## src/rtl/ram32x4_loader_if.sv

```systemverilog
// ram32x4_loader_if
//   Bundles the two buses the loader sits between: the inbound 4-bit
//   valid/ready stream from the boot/config source and the port of the
//   32x4 sync-write / async-read LUT RAM.
//   Signals:
//     din, din_valid  stream data and its valid qualifier (source -> loader)
//     din_ready       loader accepts din this cycle      (loader -> source)
//     ram_ad          RAM address, shared by write and read
//     ram_di, ram_wre RAM write data and write enable    (loader -> RAM)
//     ram_do          RAM asynchronous read data          (RAM -> loader)
//   Modports: master = the loader, slave = the stream source plus the RAM.
interface ram32x4_loader_if #(
  parameter int AW = 5,
  parameter int DW = 4
);
  logic [DW-1:0] din;
  logic          din_valid;
  logic          din_ready;
  logic [AW-1:0] ram_ad;
  logic [DW-1:0] ram_di;
  logic          ram_wre;
  logic [DW-1:0] ram_do;

  modport master (
    input  din, din_valid, ram_do,
    output din_ready, ram_ad, ram_di, ram_wre
  );

  modport slave (
    output din, din_valid, ram_do,
    input  din_ready, ram_ad, ram_di, ram_wre
  );
endinterface

```

## src/rtl/ram32x4_loader.sv

```systemverilog
// ram32x4_loader
//   Fills a 2**AW x DW sync-write / async-read RAM from a valid/ready nibble
//   stream, optionally reads every word back to confirm the running sum, and
//   reports an 8-bit checksum of the loaded data.
//   Ports:
//     ck      clock, all state changes on the rising edge
//     rstn    synchronous active-low reset (RAM contents are left alone)
//     start   begin a load; only looked at while idle
//     bus     stream + RAM port bundle (master side)
//     busy    high while loading, verifying or finishing
//     done    single-cycle pulse at the end of an operation
//     err     read-back sum differed from load sum; sticky until next start
//     chksum  sum of loaded words mod 256, held after done
module ram32x4_loader #(
  parameter int AW     = 5,
  parameter int DW     = 4,
  parameter bit VERIFY = 1'b1
) (
  input  logic                 ck,
  input  logic                 rstn,
  input  logic                 start,
  ram32x4_loader_if.master     bus,
  output logic                 busy,
  output logic                 done,
  output logic                 err,
  output logic [7:0]           chksum
);

  localparam logic [AW-1:0] LAST_ADDR = {AW{1'b1}};

  typedef enum logic [1:0] {
    ST_IDLE   = 2'd0,
    ST_LOAD   = 2'd1,
    ST_VERIFY = 2'd2,
    ST_FINISH = 2'd3
  } state_t;

  state_t        state_r;
  logic [AW-1:0] addr_r;
  logic [7:0]    wsum_r;
  logic [7:0]    vsum_r;
  logic [7:0]    chksum_r;
  logic          err_r;
  logic          done_r;
  logic          busy_r;
  logic          ready_r;

  logic          hs_s;
  logic [7:0]    wsum_next_s;
  logic [7:0]    vsum_next_s;

  // Zero-extend a RAM word and add it to an 8-bit running sum; carries
  // past bit 7 are dropped.
  function automatic logic [7:0] add_word(input logic [7:0] sum,
                                          input logic [DW-1:0] word);
    logic [7:0] ext;
    ext = 8'(word);
    return sum + ext;
  endfunction

  // Stream handshake drives the RAM write directly so a word lands in the
  // same cycle it is accepted.
  assign hs_s        = bus.din_valid & ready_r;
  assign wsum_next_s = add_word(wsum_r, bus.din);
  assign vsum_next_s = add_word(vsum_r, bus.ram_do);

  // Bus and status outputs; everything except the write strobe/data comes
  // straight from registers.
  assign bus.din_ready = ready_r;
  assign bus.ram_wre   = hs_s;
  assign bus.ram_ad    = addr_r;
  assign bus.ram_di    = bus.din;
  assign busy          = busy_r;
  assign done          = done_r;
  assign err           = err_r;
  assign chksum        = chksum_r;

  // Loader FSM with its registered outputs (ready, busy, done, err, chksum).
  always_ff @(posedge ck) begin
    if (!rstn) begin
      state_r  <= ST_IDLE;
      addr_r   <= {AW{1'b0}};
      wsum_r   <= 8'h00;
      vsum_r   <= 8'h00;
      chksum_r <= 8'h00;
      err_r    <= 1'b0;
      done_r   <= 1'b0;
      busy_r   <= 1'b0;
      ready_r  <= 1'b0;
    end else begin
      done_r <= 1'b0;
      case (state_r)
        ST_IDLE: begin
          if (start) begin
            state_r <= ST_LOAD;
            addr_r  <= {AW{1'b0}};
            wsum_r  <= 8'h00;
            err_r   <= 1'b0;
            busy_r  <= 1'b1;
            ready_r <= 1'b1;
          end
        end
        ST_LOAD: begin
          if (hs_s) begin
            wsum_r <= wsum_next_s;
            // Natural wrap returns addr to 0 after the last word, which is
            // also where the read-back pass starts.
            addr_r <= addr_r + 1'b1;
            if (addr_r == LAST_ADDR) begin
              ready_r <= 1'b0;
              vsum_r  <= 8'h00;
              if (VERIFY) begin
                state_r <= ST_VERIFY;
              end else begin
                state_r  <= ST_FINISH;
                done_r   <= 1'b1;
                chksum_r <= wsum_next_s;
              end
            end
          end
        end
        ST_VERIFY: begin
          vsum_r <= vsum_next_s;
          addr_r <= addr_r + 1'b1;
          // Last read: include this cycle's word in the comparison.
          if (addr_r == LAST_ADDR) begin
            err_r    <= (vsum_next_s != wsum_r);
            chksum_r <= wsum_r;
            done_r   <= 1'b1;
            state_r  <= ST_FINISH;
          end
        end
        ST_FINISH: begin
          state_r <= ST_IDLE;
          busy_r  <= 1'b0;
        end
        default: begin
          state_r <= ST_IDLE;
          addr_r  <= {AW{1'b0}};
          busy_r  <= 1'b0;
          ready_r <= 1'b0;
        end
      endcase
    end
  end

endmodule

```

## src/flat_wrapper.sv

```systemverilog
// flat-port wrapper written by rule: the top's interface ports become plain ports
module ram32x4_loader_flat 
#(
  parameter int AW     = 5,
  parameter int DW     = 4,
  parameter bit VERIFY = 1'b1
)
  (ck, rstn, start, busy, done, err, chksum, bus_din, bus_din_valid, bus_ram_do, bus_din_ready, bus_ram_ad, bus_ram_di, bus_ram_wre);
  ram32x4_loader_if #(.AW(AW), .DW(DW)) bus_i ();
  input  logic ck;
  input  logic rstn;
  input  logic start;
  output logic busy;
  output logic done;
  output logic err;
  output logic [7:0] chksum;
  input wire logic [$bits(bus_i.din)-1:0] bus_din;
  input wire logic [$bits(bus_i.din_valid)-1:0] bus_din_valid;
  input wire logic [$bits(bus_i.ram_do)-1:0] bus_ram_do;
  output wire logic [$bits(bus_i.din_ready)-1:0] bus_din_ready;
  output wire logic [$bits(bus_i.ram_ad)-1:0] bus_ram_ad;
  output wire logic [$bits(bus_i.ram_di)-1:0] bus_ram_di;
  output wire logic [$bits(bus_i.ram_wre)-1:0] bus_ram_wre;
  assign bus_i.din = bus_din;
  assign bus_i.din_valid = bus_din_valid;
  assign bus_i.ram_do = bus_ram_do;
  assign bus_din_ready = bus_i.din_ready;
  assign bus_ram_ad = bus_i.ram_ad;
  assign bus_ram_di = bus_i.ram_di;
  assign bus_ram_wre = bus_i.ram_wre;
  ram32x4_loader #(.AW(AW), .DW(DW), .VERIFY(VERIFY)) u_core (.ck(ck), .rstn(rstn), .start(start), .bus(bus_i), .busy(busy), .done(done), .err(err), .chksum(chksum));
endmodule
```

## config.mk

```make
export PLATFORM = sky130hd
export DESIGN_NAME = ram32x4_loader_flat
export DESIGN_NICKNAME = d
export VERILOG_FILES = /design/src/rtl/ram32x4_loader_if.sv /design/src/rtl/ram32x4_loader.sv /design/src/flat_wrapper.sv
export SDC_FILE = /design/constraint.sdc
export NUM_CORES = 1
export LEC_CHECK = 0
export BUFFER_PORTS_ARGS = -buffer_cell sky130_fd_sc_hd__clkbuf_2
export CAP_MARGIN = 20
export CELL_PAD_IN_SITES_DETAIL_PLACEMENT = 1
export CELL_PAD_IN_SITES_GLOBAL_PLACEMENT = 1
export CORE_UTILIZATION = 44
export CTS_CLUSTER_SIZE = 14
export DETAILED_ROUTE_END_ITERATION = 10
export PLACE_DENSITY = 0.83
export SLEW_MARGIN = 10
export SYNTH_ARGS = -nofsm -noshare
export SYNTH_HDL_FRONTEND = slang
export SYNTH_SLANG_ARGS = --single-unit
```

## constraint.sdc

```tcl
create_clock -name ck -period 3.93 [get_ports ck]
set_clock_uncertainty 0.2 [all_clocks]
set_input_delay 0.5895 -clock ck [delete_from_list [all_inputs] [get_ports ck]]
set_output_delay 0.5895 -clock ck [all_outputs]
set_load 0.05 [all_outputs]
```

# After elaboration in Yosys (flattened, before gate mapping)
# Index checks and enable logic that the tools add are counted.
dict set report word_totals {
  ff_bits 35
  in_bits 12
  out_inout_bits 22
  word_cells 60
}
dict set report op_classes {
  add_sub_neg 3
  n_eq_ne 9
  muxes 23
  bitwise 1
  reduce_logical 15
}
# cell count
set ops {}
lappend ops {{8-bit two-way mux} 4}
lappend ops {{8-bit one-hot mux with 2 select lines} 2}
lappend ops {{8-bit by 4-bit adder with 8-bit output} 2}
lappend ops {{5-bit one-hot mux with 3 select lines} 1}
lappend ops {{3-bit AND reduction} 4}
lappend ops {{5-bit two-way mux} 2}
lappend ops {{2-bit two-way mux} 4}
lappend ops {{8-bit inequality test} 1}
lappend ops {{2-bit one-hot mux with 4 select lines} 1}
lappend ops {{4-bit AND reduction} 2}
lappend ops {{2-bit nonzero test} 4}
lappend ops {{1-bit two-way mux} 6}
lappend ops {{1-bit one-hot mux with 2 select lines} 3}
lappend ops {{2-bit AND reduction} 3}
lappend ops {{5-bit by 1-bit adder with 5-bit output, second input constant} 1}
lappend ops {{5-bit equality test, second input constant} 1}
lappend ops {{2-bit equality test, second input constant} 2}
lappend ops {{2-bit by 1-bit inequality test with 1-bit output, second input constant} 2}
lappend ops {{2-bit inequality test, second input constant} 2}
lappend ops {{3-bit nonzero test} 1}
lappend ops {{2-bit by 1-bit equality test with 1-bit output, second input constant} 1}
lappend ops {{2-bit logical NOT} 1}
lappend ops {{1-bit bitwise AND} 1}

# Longest topological paths before layout
dict set report logic_depth {
  depth_word 4
  ltp_mapped 8
  ltp_nobuf 8
}

# Worst setup path after synthesis
# No wires, ideal clock.
dict set report synth_timing {
  path_type {reg-to-reg}
  from {register u_core.addr_r[0], in the netlist u_core.bus.ram_ad[0]}
  to {register u_core.vsum_r[5]}
  setup_ns 0.074
  arrival_ns 2.060
  t_required_ns 3.656
  setup_slack_ns 1.596
  path_stages_with_launch 8
  path_buffers 0
  synth_period_minus_slack_ns 2.334
  cell_sequence {dfxtp_1 -> ha_1 -> and3_1 -> ha_1 -> and3_1 -> o21ai_1 -> or3_1 -> a31oi_1}
}
dict set report synth_via {
  elab_chain_cells 3
}
# element line
set synth_lines {}
lappend synth_lines {{start, declared} ram32x4_loader.sv:39} ;# logic [AW-1:0] addr_r;
lappend synth_lines {{start signal, assigned} ram32x4_loader.sv:82} ;# addr_r <= {AW{1'b0}};
lappend synth_lines {{start signal, assigned} ram32x4_loader.sv:96} ;# addr_r <= {AW{1'b0}};
lappend synth_lines {{start signal, assigned} ram32x4_loader.sv:108} ;# addr_r <= addr_r + 1'b1;
lappend synth_lines {{5-bit equality test} ram32x4_loader.sv:109} ;# if (addr_r == LAST_ADDR) begin
lappend synth_lines {{2-bit by 1-bit inequality test with 1-bit output (no line)} n/a}
lappend synth_lines {{3-bit AND reduction (no line)} n/a}
lappend synth_lines {{end signal, assigned} ram32x4_loader.sv:123} ;# vsum_r <= vsum_next_s;
lappend synth_lines {{end, declared} ram32x4_loader.sv:41} ;# logic [7:0] vsum_r;
# Every way passes these cells.
# A chain may end at the register's enable or synchronous reset.

# Final worst setup path
dict set report layout_timing {
  from {register u_core.addr_r[0], in the netlist u_core.bus.ram_ad[0]}
  to {register u_core.vsum_r[7]}
}
# The elaborated chain is that of the path after synthesis.

==> results_dict.tcl <==
set metrics [dict create \
    antenna_found_initial 0 \
    synth_simple_gate_area_frac 0.226 \
    grt_usage 0.216 \
    stdcell_count 324 \
    p_leak_nw 0.959 \
    timing.fmax_ghz 0.403 \
    ys_seq_area_frac 0.353 \
    die_w_um 69.2 \
    io_buffers 33 \
    final_hold_viol_count 0 \
    hold_class "flop to flop" \
    finalCritPeriodShare 0.631 \
    slowest_delay_ps 560 \
    clk_latency_ps 290 \
    r2r-start "u_core.bus.ram_ad[0]" \
    dr.first_iter.drc_count 90 \
    setup_viol 0 \
    clockRootBuffer "clkbuf_8" \
    start_util 0.456 \
    vias 1777 \
    slew_headroom 0.330 \
    nNetsFinal 299 \
    worstSetupPathType "flop to flop" \
    synth_top_family_by_area "simple AND/OR/NAND/NOR gates" \
    synthMuxAreaShare 0.0101 \
    synth_cells 241 \
    clock-sinks 35 \
    postRouteAntennaNets 0 \
    min_from "u_core.chksum[6]" \
    synth_compound_area_frac 0.195 \
    synth.avg_cell_area_um2 8.24 \
    setup.worst_path.end_class "flop" \
    cts_tree "done" \
    grt.overflow.total 0 \
    viasPerCell 5.48 \
    status "complete, no violations" \
    maxCapViolations 0 \
    place_ws_ps 1390 \
    yosysWarnings 0 \
    cp_max_fo 8 \
    cpMaxStageDelayCell "mux2i_1" \
    finalWorstSetupSlack_ps 1450 \
    dp.cells 316 \
    wl_um 4820 \
    antenna_cells 0 \
    htreeDepth 2 \
    cts_hold_buf 0 \
    gp_congestion 0.767 \
    worst_pin_slew_ps 1000 \
    cts-buffers-inserted 5 \
    grt_pass1_vias 1792 \
    cts_buffer_depth 2 \
    layout-drive-gt1-share 0.173 \
    power_density_nw_per_um2 506 \
    setup.worst_path.start "u_core.bus.ram_ad[0]" \
    grt_pass1_wl_um 8360 \
    fin_tns_setup_ps 0 \
    ys_async_sr_fraction 0 \
    cp_cell_sequence "ha_1, and3_1, ha_1, and3_1, mux2i_1, o21ai_0, a21oi_1" \
    syn_area_um2 1990 \
    cts_setup_buffers 0 \
    syn-num-nets 269 \
    synthXorXnorAreaFrac 0.0618 \
    cts_resized 0 \
    area_growth_pct 12.7 \
    num_rows 24 \
    ys_ff_latch 35 \
    p_total_w 0.00113 \
    drc 0 \
    clk_pin_slew_ps 70 \
    pin_count 34 \
    arrival_ps 2480 \
    hpwlAfterDp_um 3720 \
    grt_max_degree 32 \
    drv_slew 0 \
    synth_edf_count 0 \
    core-area_um2 4350 \
    dieHeight_um 69.2 \
    dieArea_um2 4790 \
    dr.pass1.iters 4 \
    min_period_ps 2480 \
    synth-main-ff-cell "dfxtp_1" \
    cp-start-kind "flop" \
    synth_fa_ha_area_frac 0.108 \
    irDropWorstVdd_mv 0.256 \
    critical_path_required_ps 3940 \
    ys_types 43 \
    rsz0062_at_grt "no" \
    post_drt_wl_per_cell_um 14.9 \
]
critical path: cells and delay by family, from the launching register on:
kind / cells / cell delay, ps
flops: 1 / 350
mux: 1 / 560
simple gates: 2 / 430
fa+ha+maj: 2 / 480
compound gates: 2 / 380
cell usage after synthesis, drive strengths merged, types with 2 or more instances:
| master | number | area share |
|---|---|---|
| and3 | 4 | 0.013 |
| o21ai | 10 | 0.025 |
| nand2 | 29 | 0.055 |
| dfxtp | 35 | 0.35 |
| a21oi | 33 | 0.083 |
| or3 | 4 | 0.013 |
| ha | 14 | 0.088 |
| a21o | 4 | 0.015 |
| xor2 | 5 | 0.022 |
| and2 | 2 | 0.0063 |
| nand3 | 13 | 0.039 |
| o31ai | 2 | 0.0076 |
| xnor2 | 9 | 0.040 |
| clkbuf | 4 | 0.0076 |
| fa | 2 | 0.020 |
| buf | 6 | 0.023 |
| nor3b | 2 | 0.0076 |
| inv | 8 | 0.015 |
| o21a | 2 | 0.0076 |
| nor3 | 4 | 0.010 |
| nor2 | 23 | 0.043 |
| a31oi | 2 | 0.0063 |
| nor2b | 2 | 0.0063 |
| a22oi | 8 | 0.030 |
| mux2i | 2 | 0.010 |
stage by stage:
step / utilization / hold slack (ps) / instance area, um^2
6_report: 0.514 / 256 / 2240
5_1_grt: 0.514 / 286 / 2240
4_1_cts: 0.514 / 258 / 2240
3_5_place_dp: 0.495 / 247 / 2150
3_3_place_gp: 0.495 / 242 / 2150
2_1_floorplan: - / 264 / 1990
cells by family (layout without fill, tap and decap cells):
logic type,Yosys count,in the layout
AOI/OAI and AO/OA,65,65
DFF,35,35
xor gates and xnor gates,14,14
and+or+nand+nor,91,91
muxes,2,2
adders and majority gates,16,16
buffers and inverters,18,49
layer usage:
layer,wire (um),global-route usage,part of all wire
met3,124,0.0436,0.026
met5,0,0,0
met1,2330,0.292,0.48
met4,56,0.0658,0.012
met2,2310,0.346,0.48
path summary, 6_finish.rpt:
path | slack [ps] | cells after the start | endpoint
worst min-delay path | 260 | 2 | u_core.chksum[6]
worst max register to register | 1450 | 7 | u_core.vsum_r[7]
worst min register to register | 260 | 2 | u_core.chksum[6]
worst max-delay path | 1450 | 7 | u_core.vsum_r[7]
cells in the final DEF (no fill, tap or decap), types with 3 or more instances in the layout:
master and instances:
nor2_1 23, nor3_1 4, clkbuf_8 5, a21o_1 4
and3_1 3, clkinv_2 3, xnor2_1 9, a22oi_1 8
dfxtp_1 35, a21oi_1 33, inv_1 8, clkbuf_2 33
nand2_1 29, o21ai_0 9, ha_1 14, or3_1 3
nand3_1 12, xor2_1 5
final cells by class:
class,count,area (um^2)
fillers,558,2120
inverters,8,30.0
multi-input cells,188,1190
repair buffers,33,165
clock buffers,5,68.8
well taps,52,65.1
flip-flops and latches,35,701
clock inverters,3,15.0
state kept, by name (all words and copies together), names as in the netlist:
name                  flops
u_core.state_r            2
u_core.vsum_r             8
u_core.bus.ram_ad         5
u_core.chksum             8
u_core.done               1
u_core.wsum_r             8
u_core.busy               1
u_core.err                1
u_core.bus.din_ready      1
report_power, final:
group,switching (W),leakage (nW),internal (W)
sequential,0.0000305,0.283,0.000384
combinational,0.000300,0.629,0.000159
clock,0.000137,0.0477,0.000121
No activity file was read; power rests on OpenSTA's default activity.
